[src/rtl/updi_pkg.sv]
// ----------------------------------------------------------------------------
// updi_pkg
// Shared definitions for the UPDI physical layer.
//   updi_bridge_mode : mode selected by the bridge controller
//   UPDI_FRAME_BITS  : bits per frame (start + 8 data + parity + 2 stop)
//   UPDI_STOP_BITS   : stop bits per frame
// ----------------------------------------------------------------------------
package updi_pkg;

    typedef enum logic [1:0] {
        UPDI_BRIDGE_MODE_IDLE  = 2'd0,
        UPDI_BRIDGE_MODE_BREAK = 2'd1,
        UPDI_BRIDGE_MODE_TX    = 2'd2,
        UPDI_BRIDGE_MODE_RX    = 2'd3
    } updi_bridge_mode;

    localparam int UPDI_FRAME_BITS = 12;
    localparam int UPDI_STOP_BITS  = 2;

endpackage

[src/rtl/updi_bit_timer.sv]
// ----------------------------------------------------------------------------
// updi_bit_timer
// Free-running bit-period counter shared by the TX and RX paths.
//   clk, rst  : system clock, asynchronous active-high reset
//   restart   : forces the counter to 0 on the next cycle (start of a frame)
//   half_stb  : high in the cycle CLK_DIV/2 cycles after the restart cycle
//               (mid-bit sample point), repeating every CLK_DIV cycles
//   full_stb  : high in the last cycle of each bit period
// ----------------------------------------------------------------------------
module updi_bit_timer #(
    parameter int CLK_DIV = 64,
    parameter int DIV_W   = $clog2(CLK_DIV)
) (
    input  logic clk,
    input  logic rst,
    input  logic restart,
    output logic half_stb,
    output logic full_stb
);

    localparam logic [DIV_W-1:0] CNT_LAST = DIV_W'(CLK_DIV - 1);
    localparam logic [DIV_W-1:0] CNT_HALF = DIV_W'(CLK_DIV / 2 - 1);

    logic [DIV_W-1:0] cnt_q, cnt_d;

    always_comb begin
        // NOTE: every combinational output gets a default first so no path leaves it unassigned (no latch).
        cnt_d = cnt_q + 1'b1;
        if (restart || cnt_q == CNT_LAST) begin
            cnt_d = '0;
        end
    end

    always_ff @(posedge clk or posedge rst) begin
        // NOTE: non-blocking assignments keep all flops updating from pre-edge values.
        if (rst) begin
            cnt_q <= '0;
        end else begin
            cnt_q <= cnt_d;
        end
    end

    assign half_stb = (cnt_q == CNT_HALF);
    assign full_stb = (cnt_q == CNT_LAST);

endmodule

[src/rtl/updi_bridge.sv]
// ----------------------------------------------------------------------------
// updi_bridge
// Single-wire UPDI physical layer between the command sequencer and the pad.
// Frames: 1 start, 8 data LSB-first, even parity, 2 stop bits; CLK_DIV
// system clocks per bit.
//   bridge_mode          : IDLE (release), BREAK (hold low), TX, RX
//   tx_data/valid/ready  : byte handshake into the serializer
//   tx_busy              : TX frame in progress
//   rx_data/valid        : received byte with one-cycle valid pulse
//   rx_parity_err        : parity mismatch on the pulsed frame
//   rx_frame_err         : a stop bit sampled low on the pulsed frame
//   updi_in              : asynchronous pad input
//   updi_out/updi_oe     : pad output value and drive enable
// All outputs are registered.
// ----------------------------------------------------------------------------
module updi_bridge
    import updi_pkg::*;
#(
    parameter int CLK_DIV = 64,
    parameter int DIV_W   = $clog2(CLK_DIV)
) (
    input  logic            clk,
    input  logic            rst,
    input  updi_bridge_mode bridge_mode,
    input  logic [7:0]      tx_data,
    input  logic            tx_valid,
    output logic            tx_ready,
    output logic            tx_busy,
    output logic [7:0]      rx_data,
    output logic            rx_valid,
    output logic            rx_parity_err,
    output logic            rx_frame_err,
    input  logic            updi_in,
    output logic            updi_out,
    output logic            updi_oe
);

    typedef enum logic [3:0] {
        S_IDLE,
        S_TX_START,
        S_TX_DATA,
        S_TX_PAR,
        S_TX_STOP,
        S_RX_START,
        S_RX_DATA,
        S_RX_PAR,
        S_RX_STOP
    } state_t;

    // Frame bit positions: 0 start, 1..8 data, 9 parity, 10..11 stop.
    localparam logic [3:0] POS_DATA_LAST = 4'(UPDI_FRAME_BITS - UPDI_STOP_BITS - 2);
    localparam logic [3:0] POS_LAST      = 4'(UPDI_FRAME_BITS - 1);

    state_t          state_q, state_d;
    updi_bridge_mode mode_q;
    logic [3:0]      bit_q, bit_d;
    logic [7:0]      tx_byte_q, tx_byte_d;
    logic            tx_par_q, tx_par_d;
    logic [7:0]      rx_shift_q, rx_shift_d;
    logic            rx_par_q, rx_par_d;
    logic            rx_stop1_q, rx_stop1_d;
    logic            sync1_q, rx_s_q, rx_prev_q;

    logic            tx_ready_q, tx_ready_d;
    logic            tx_busy_q, tx_busy_d;
    logic [7:0]      rx_data_q, rx_data_d;
    logic            rx_valid_q, rx_valid_d;
    logic            rx_perr_q, rx_perr_d;
    logic            rx_ferr_q, rx_ferr_d;
    logic            updi_out_q, updi_out_d;
    logic            updi_oe_q, updi_oe_d;

    logic            restart;
    logic            half_stb, full_stb;
    logic            mode_change;
    logic            rx_fall;
    logic            tx_bit;
    logic [2:0]      tx_idx;

    updi_bit_timer #(
        .CLK_DIV (CLK_DIV),
        .DIV_W   (DIV_W)
    ) u_bit_timer (
        .clk      (clk),
        .rst      (rst),
        .restart  (restart),
        .half_stb (half_stb),
        .full_stb (full_stb)
    );

    assign mode_change = (bridge_mode != mode_q);
    assign rx_fall     = rx_prev_q & ~rx_s_q;

    always_comb begin
        state_d    = state_q;
        bit_d      = bit_q;
        tx_byte_d  = tx_byte_q;
        tx_par_d   = tx_par_q;
        rx_shift_d = rx_shift_q;
        rx_par_d   = rx_par_q;
        rx_stop1_d = rx_stop1_q;
        rx_data_d  = rx_data_q;
        rx_valid_d = 1'b0;
        rx_perr_d  = rx_perr_q;
        rx_ferr_d  = rx_ferr_q;
        restart    = 1'b0;

        // A mode change wins over any handshake or start edge in the same cycle.
        if (mode_change) begin
            state_d = S_IDLE;
        end else begin
            case (state_q)
                S_IDLE: begin
                    if (bridge_mode == UPDI_BRIDGE_MODE_TX && tx_valid && tx_ready_q) begin
                        state_d   = S_TX_START;
                        tx_byte_d = tx_data;
                        tx_par_d  = ^tx_data;
                        bit_d     = 4'd0;
                        restart   = 1'b1;
                    end else if (bridge_mode == UPDI_BRIDGE_MODE_RX && rx_fall) begin
                        state_d = S_RX_START;
                        bit_d   = 4'd0;
                        restart = 1'b1;
                    end
                end
                S_TX_START: if (full_stb) begin
                    state_d = S_TX_DATA;
                    bit_d   = 4'd1;
                end
                S_TX_DATA: if (full_stb) begin
                    bit_d = bit_q + 4'd1;
                    if (bit_q == POS_DATA_LAST) state_d = S_TX_PAR;
                end
                S_TX_PAR: if (full_stb) begin
                    bit_d   = bit_q + 4'd1;
                    state_d = S_TX_STOP;
                end
                S_TX_STOP: if (full_stb) begin
                    if (bit_q == POS_LAST) state_d = S_IDLE;
                    else                   bit_d   = bit_q + 4'd1;
                end
                S_RX_START: if (half_stb) begin
                    // Line back high at mid start bit: treat the edge as a glitch.
                    if (rx_s_q) begin
                        state_d = S_IDLE;
                    end else begin
                        state_d = S_RX_DATA;
                        bit_d   = 4'd1;
                    end
                end
                S_RX_DATA: if (half_stb) begin
                    rx_shift_d = {rx_s_q, rx_shift_q[7:1]};
                    bit_d      = bit_q + 4'd1;
                    if (bit_q == POS_DATA_LAST) state_d = S_RX_PAR;
                end
                S_RX_PAR: if (half_stb) begin
                    rx_par_d = rx_s_q;
                    bit_d    = bit_q + 4'd1;
                    state_d  = S_RX_STOP;
                end
                S_RX_STOP: if (half_stb) begin
                    if (bit_q == POS_LAST) begin
                        state_d    = S_IDLE;
                        rx_valid_d = 1'b1;
                        rx_data_d  = rx_shift_q;
                        rx_perr_d  = (^rx_shift_q) != rx_par_q;
                        rx_ferr_d  = ~rx_stop1_q | ~rx_s_q;
                    end else begin
                        rx_stop1_d = rx_s_q;
                        bit_d      = bit_q + 4'd1;
                    end
                end
                default: state_d = S_IDLE;
            endcase
        end

        // Registered outputs are derived from the next state so they line up
        // with the state register.
        tx_idx = 3'(bit_d - 4'd1);
        case (state_d)
            S_TX_START: tx_bit = 1'b0;
            S_TX_DATA:  tx_bit = tx_byte_d[tx_idx];
            S_TX_PAR:   tx_bit = tx_par_d;
            default:    tx_bit = 1'b1;
        endcase

        tx_ready_d = (bridge_mode == UPDI_BRIDGE_MODE_TX) && (state_d == S_IDLE);
        tx_busy_d  = (state_d == S_TX_START) || (state_d == S_TX_DATA) ||
                     (state_d == S_TX_PAR)   || (state_d == S_TX_STOP);

        case (bridge_mode)
            UPDI_BRIDGE_MODE_BREAK: begin
                updi_oe_d  = 1'b1;
                updi_out_d = 1'b0;
            end
            UPDI_BRIDGE_MODE_TX: begin
                updi_oe_d  = 1'b1;
                updi_out_d = tx_bit;
            end
            default: begin
                updi_oe_d  = 1'b0;
                updi_out_d = 1'b1;
            end
        endcase
    end

    always_ff @(posedge clk or posedge rst) begin
        if (rst) begin
            // NOTE: the synchronizer resets to the idle-high line level so
            // reset release is never mistaken for a start edge.
            sync1_q    <= 1'b1;
            rx_s_q     <= 1'b1;
            rx_prev_q  <= 1'b1;
            state_q    <= S_IDLE;
            mode_q     <= UPDI_BRIDGE_MODE_IDLE;
            bit_q      <= 4'd0;
            tx_byte_q  <= 8'h00;
            tx_par_q   <= 1'b0;
            rx_shift_q <= 8'h00;
            rx_par_q   <= 1'b0;
            rx_stop1_q <= 1'b1;
            tx_ready_q <= 1'b0;
            tx_busy_q  <= 1'b0;
            rx_data_q  <= 8'h00;
            rx_valid_q <= 1'b0;
            rx_perr_q  <= 1'b0;
            rx_ferr_q  <= 1'b0;
            updi_out_q <= 1'b1;
            updi_oe_q  <= 1'b0;
        end else begin
            sync1_q    <= updi_in;
            rx_s_q     <= sync1_q;
            rx_prev_q  <= rx_s_q;
            state_q    <= state_d;
            mode_q     <= bridge_mode;
            bit_q      <= bit_d;
            tx_byte_q  <= tx_byte_d;
            tx_par_q   <= tx_par_d;
            rx_shift_q <= rx_shift_d;
            rx_par_q   <= rx_par_d;
            rx_stop1_q <= rx_stop1_d;
            tx_ready_q <= tx_ready_d;
            tx_busy_q  <= tx_busy_d;
            rx_data_q  <= rx_data_d;
            rx_valid_q <= rx_valid_d;
            rx_perr_q  <= rx_perr_d;
            rx_ferr_q  <= rx_ferr_d;
            updi_out_q <= updi_out_d;
            updi_oe_q  <= updi_oe_d;
        end
    end

    assign tx_ready      = tx_ready_q;
    assign tx_busy       = tx_busy_q;
    assign rx_data       = rx_data_q;
    assign rx_valid      = rx_valid_q;
    assign rx_parity_err = rx_perr_q;
    assign rx_frame_err  = rx_ferr_q;
    assign updi_out      = updi_out_q;
    assign updi_oe       = updi_oe_q;

endmodule

[config.mk]
export PLATFORM = sky130hd
export DESIGN_NAME = updi_bridge
export DESIGN_NICKNAME = d
export VERILOG_FILES = /design/src/rtl/updi_pkg.sv /design/src/rtl/updi_bit_timer.sv /design/src/rtl/updi_bridge.sv
export SDC_FILE = /design/constraint.sdc
export NUM_CORES = 1
export LEC_CHECK = 0
export CAP_MARGIN = 20
export CORE_MARGIN = 3
export CORE_UTILIZATION = 52
export CTS_CLUSTER_DIAMETER = 50
export DETAILED_ROUTE_END_ITERATION = 7
export PLACE_DENSITY = 0.76
export SYNTH_ARGS = -nofsm -noshare
export SYNTH_HDL_FRONTEND = slang
export SYNTH_SLANG_ARGS = --single-unit
[constraint.sdc]
create_clock -name clk -period 3.94 [get_ports clk]
set_clock_uncertainty 0.2 [all_clocks]
set_input_delay 0.788 -clock clk [delete_from_list [all_inputs] [get_ports clk]]
set_output_delay 0.788 -clock clk [all_outputs]
set_load 0.02 [all_outputs]
## After elaboration in Yosys (flattened, before gate mapping)

Index checks and enable logic that the tools add are counted.
Widths: inputs -> output; s select.

- Flip-flop bits (word level): 53
- Output and inout bits: 15
- Logic and storage cells: 118

- Add/subtract/negate cells: 3
- Order comparisons: 1
- Eq/ne operators: 21
- Multiplexer cells: 48
- Bitwise logic cells: 6
- Reductions and logical operators: 19

Operators with widths:

| kind | number |
|---|---|
| $mux 4 | 25 |
| $pmux 4 s9 | 1 |
| $pmux 4 s7 | 1 |
| $mux 8 | 3 |
| $eq 4x3->1 const B | 5 |
| $eq 4x2->1 const B | 4 |
| $reduce_xor 8->1 | 2 |
| $mux 1 | 13 |
| $eq 4x4->1 const B | 3 |
| $eq 4x1->1 const B | 2 |
| $logic_not 4->1 | 2 |
| $reduce_and 4->1 | 2 |
| $add 6x1->6 const B | 1 |
| $eq 6x5->1 const B | 1 |
| $eq 6x6->1 const B | 1 |
| $mux 6 | 1 |
| $reduce_and 3->1 | 2 |
| $reduce_or 2->1 | 3 |
| $add 4x1->4 const B | 1 |
| $eq 2x2->1 const B | 2 |
| $logic_and 1x1->1 | 4 |
| $logic_or 1x1->1 | 4 |
| $lt 3x4->1 const B | 1 |
| $not 1->1 | 4 |
| other kinds (10) | 10 |

## Depth between registers and ports, before layout

- Depth in word-level cells: 12
- Gate-level depth with buffers: 17
- Depth with buffers taken out: 16

## By module

From an unflattened synthesis, not the netlist that was laid out.

- Cell total of the unflattened synthesis: 293
- Area total of the unflattened synthesis: 3094.2 um^2

By module, submodules not included:

| module | times used | cells an instance | area an instance (um^2) | sequential area each (um^2) |
|---|---|---|---|---|
| updi_bridge | 1 | 264 | 2796.4 | 1182.4 |
| updi_bit_timer | 1 | 29 | 297.8 | 150.1 |

## Least setup slack after synthesis

OpenSTA, ideal clock, no wires.

- Kind: reg2reg
- Start: register u_bit_timer.cnt_q[5]
- End: register updi_out_q, in the netlist updi_out
- Setup time: 96 ps
- Arrival: 3582 ps
- Required time: 3644 ps
- Slack: 63 ps
- Cell stages (with the launch flop): 16
- Path buffers: 2
- Clock period less this slack: 3877 ps
- Path through: dfrtp_1 > clkbuf_1 > buf_1 > nand2_1 > ha_1 > or3b_1 > a211oi_1 > nor3_1 > a31o_2 > nor2_1 > inv_1 > ha_1 > mux2_2 > or3b_1 > and4_1 > o32ai_1

- Cells in the longest elaborated chain, start to end: 9
- Elaborated cells between the ends (all ways): 28

RTL lines:

| what | line | source |
|---|---|---|
| start, declared | updi_bit_timer.sv:24 | `logic [DIV_W-1:0] cnt_q, cnt_d;` |
| start signal, assigned | updi_bit_timer.sv:39 | `cnt_q <= cnt_d;` |
| $eq 6x5->1 / $eq 6x6->1 (equally long branches) | updi_bit_timer.sv:43, updi_bit_timer.sv:44 |  |
| $mux 4 (tied with other cells) | updi_bridge.sv:161 | `S_RX_STOP: if (half_stb) begin` |
| $pmux 4 s7 * | updi_bridge.sv:112 | `case (state_q)` |
| $mux 4 * | updi_bridge.sv:109 | `if (mode_change) begin` |
| named net bit_d[0] | updi_bridge.sv:56 | `logic [3:0] bit_q, bit_d;` |
| $sub 3x1->3 * | updi_bridge.sv:179 | `tx_idx = 3'(bit_d - 4'd1);` |
| $bmux 1 s3 * | updi_bridge.sv:182 | `S_TX_DATA: tx_bit = tx_byte_d[tx_idx];` |
| $mux 1 (not written as such) * | updi_bridge.sv:182 |  |
| $pmux 1 s3 * | updi_bridge.sv:180 | `case (state_d)` |
| $pmux 1 s2 * | updi_bridge.sv:191 | `case (bridge_mode)` |
| named net updi_out_d | updi_bridge.sv:70 | `logic updi_out_q, updi_out_d;` |
| end signal, assigned | updi_bridge.sv:248 | `updi_out_q <= updi_out_d;` |
| end, declared | updi_bridge.sv:70 |  |

Mark *: on every way through the listed nets, which the timed path passes. The rest lies on a longest branch. The select of a mux whose other input is x is not followed.
A chain may end at the register's enable or synchronous reset.

## Worst setup path after layout

- Start: register u_bit_timer.cnt_q[1]
- End: register updi_out_q, in the netlist updi_out

Same word-level chain as after synthesis.

==> impl_metrics.json <==
{
  "path_class": "flip-flop to flip-flop",
  "max_freq_mhz": 264,
  "routed_via_density": 5.96,
  "die_area_sq_mm": 0.00695,
  "worstPathArrival_ns": 3.81,
  "num_rows": 27,
  "hold_path_class": "flip-flop to flip-flop",
  "hpwl_microns": 5080,
  "dr.pass1.iters": 5,
  "crit_slowest_cell": "dfrtp_1",
  "clkSlewWorstSetupHoldPaths_ns": 0.10,
  "synth.avg_cell_area_sq_um": 10.5,
  "grt_pass1_wl_microns": 11900,
  "drive_gt1_share_pct": 24.6,
  "core_sq_mm": 0.00564,
  "hold_viol": 0,
  "powerDensity_mw_per_mm2": 349,
  "die_h_microns": 83.4,
  "ys_ff_latch": 53,
  "root_buffer": "clkbuf_8",
  "yosys_warnings": 0,
  "synth_fp_nets": 319,
  "crit_path_max_incr_delay_ns": 0.37,
  "antenna_found_initial": 0,
  "cts_buffer_depth": 2,
  "tightest_slew_ns": 0.771,
  "synth.distinct_cells": 67,
  "portBuffers": 28,
  "irDropWorstVdd_v": 0.000231,
  "async_flop_share_pct": 100,
  "final_common_cell": "dfrtp_1",
  "instances_no_fill": 414,
  "start_util_pct": 55.2,
  "fin_nets": 363,
  "layout_common_cells": "dfrtp_1, mux2_2, clkdlybuf4s50_1",
  "cap_violations": 0,
  "status": "finished, final reports clean",
  "synth_area_leaders": "dfrtp_1, mux2_2, xnor2_1",
  "cts_inserted_buffers": 5,
  "path_buf_inv": 1,
  "slew_violations": 0,
  "drt_iter0_markers": 274,
  "multi_input_comb_area_sq_mm": 0.00171,
  "grt_pass1_vias": 2471,
  "antenna_left": 0,
  "cpLargestDelayFamily": "simple AND/OR/NAND/NOR gates",
  "register_area_sq_mm": 0.00133,
  "fill_cells": 464,
  "worstPathCellList": "ha_2 > and4_4 > nand2_1 > ha_1 > or3b_1 > a211oi_2 > nor3_2 > a31o_2 > nor2_1 > inv_1 > ha_1 > mux2_2 > or3b_1 > and4_1 > o32ai_2",
  "startpoint_type": "flip-flop",
  "post-route-drc-count": 0,
  "wire_per_inst_microns": 17.0,
  "grt_overflow": 0,
  "grt_max_degree": 54,
  "cts_hold_buf": 0,
  "grtUsageTotal_pct": 20.9,
  "area_delta_synth_final_pct": 19.5,
  "synth_top_flop_cell": "dfrtp_1",
  "ios": 29,
  "p_leak_nw": 1.60,
  "slew_headroom_pct": 48.6,
  "drt-total-wl_microns": 7030,
  "clk_latency_ns": 0.31,
  "synth-edff-count": 0,
  "synth_top_area_share_pct": 38.6,
  "worstPathMaxFanout": 3,
  "setup_tns_ns": 0,
  "syn_inst": 297,
  "cts_tree": "built",
  "num_antenna_cells": 0,
  "finalPower_mw": 1.30,
  "final_core_util_pct": 66.0,
  "post-route-period-util_pct": 96.0,
  "synthesis.area_sq_mm": 0.00311,
  "setup_viol": 0,
  "placed_cells": 403,
  "yosysSeqAreaShare_pct": 42.8,
  "ctsHtreeMaxLevel": 2,
  "vias": 2466,
  "cts.sinks": 53,
  "required_ns": 3.97,
  "die-width_microns": 83.4,
  "gp_congestion": 0.986,
  "fin_crit_ns": 3.78,
  "cp-end-kind": "flip-flop",
  "synth_top_cell_by_area": "dfrtp_1"
}
-- through the flow --
step / hold WS, ns / setup slack [ns] / cell area (sq um)
2_1_floorplan: 0.145 / 0.0625 / 3110
3_3_place_gp: 0.146 / 0.0892 / 3570
3_5_place_dp: 0.150 / 0.000650 / 3570
4_1_cts: 0.165 / 0.104 / 3660
5_1_grt: 0.170 / -0.0251 / 3720
6_report: 0.161 / 0.156 / 3720
-- layout make-up --
cell class	instances	share of cell area (%)
multi-input combinational	221	45.9
sequential	53	35.8
timing repair buffer	50	12.3
tap	72	2.42
clock buffer	5	1.85
inverter	10	1.01
clock inverter	3	0.706
-- cells by family after synthesis --
logic type	after synthesis	synth area share [%]
flops	53	42.8
compound gates	50	12.1
fa+ha+maj	8	3.21
buf+inv	23	3.33
mux	30	10.8
simple gates	112	21.8
xor+xnor	21	5.91
-- registers in the layout, summed over array words and instances (netlist names), 2 cells and up --
register,flops
rx_shift_q,8
rx_data,8
mode_q,2
bit_q,4
state_q,4
u_bit_timer.cnt_q,6
tx_byte_q,8
-- power by group --
part | internal [mW] | leakage, nW | switching (mW)
clock | 0.130 | 0.0423 | 0.189
combinational | 0.154 | 0.863 | 0.167
sequential | 0.601 | 0.695 | 0.0574
-- path summary, 6_finish.rpt --
path                                                     start             endpoint  slack, ns  depth (start not counted)
worst max-delay path            u_bit_timer.cnt_q[1]$_DFF_PP0_   updi_out$_DFF_PP1_       0.16                         15
worst min-delay path                         sync1_q$_DFF_PP1_     rx_s_q$_DFF_PP1_       0.16                          0
worst max register to register  u_bit_timer.cnt_q[1]$_DFF_PP0_   updi_out$_DFF_PP1_       0.16                         15
worst min register to register               sync1_q$_DFF_PP1_     rx_s_q$_DFF_PP1_       0.16                          0
max in group asynchronous                                  rst  rx_prev_q$_DFF_PP1_       2.34                          3
min in group asynchronous                                  rst   rx_valid$_DFF_PP0_       0.60                          2
-- cells in the mapped netlist (all sizes together), types with 6 or more instances --
cell / n
nand2: 18
a31oi: 7
ha: 8
inv: 10
and2: 6
nor2: 22
xnor2: 18
clkbuf: 8
o21ai: 11
nand3: 9
mux2: 29
dfrtp: 48
nor3: 8
-- what timing repair did --
item                       4_1_cts  5_1_grt
buffers inserted                 0        2
resized for setup                0        5
setup endpoints to repair        0        1
-- per-layer routing --
metal / GRT usage (%) / part of all wire [%] / vias to the layer above
met5: 0 / 0 / -
met4: 5.79 / 2.3 / 0
met3: 2.98 / 5.5 / 17
met2: 35.3 / 49 / 96
met1: 28.2 / 43 / 1180
li1: - / - / 1173
No activity file was read; power rests on OpenSTA's default activity.
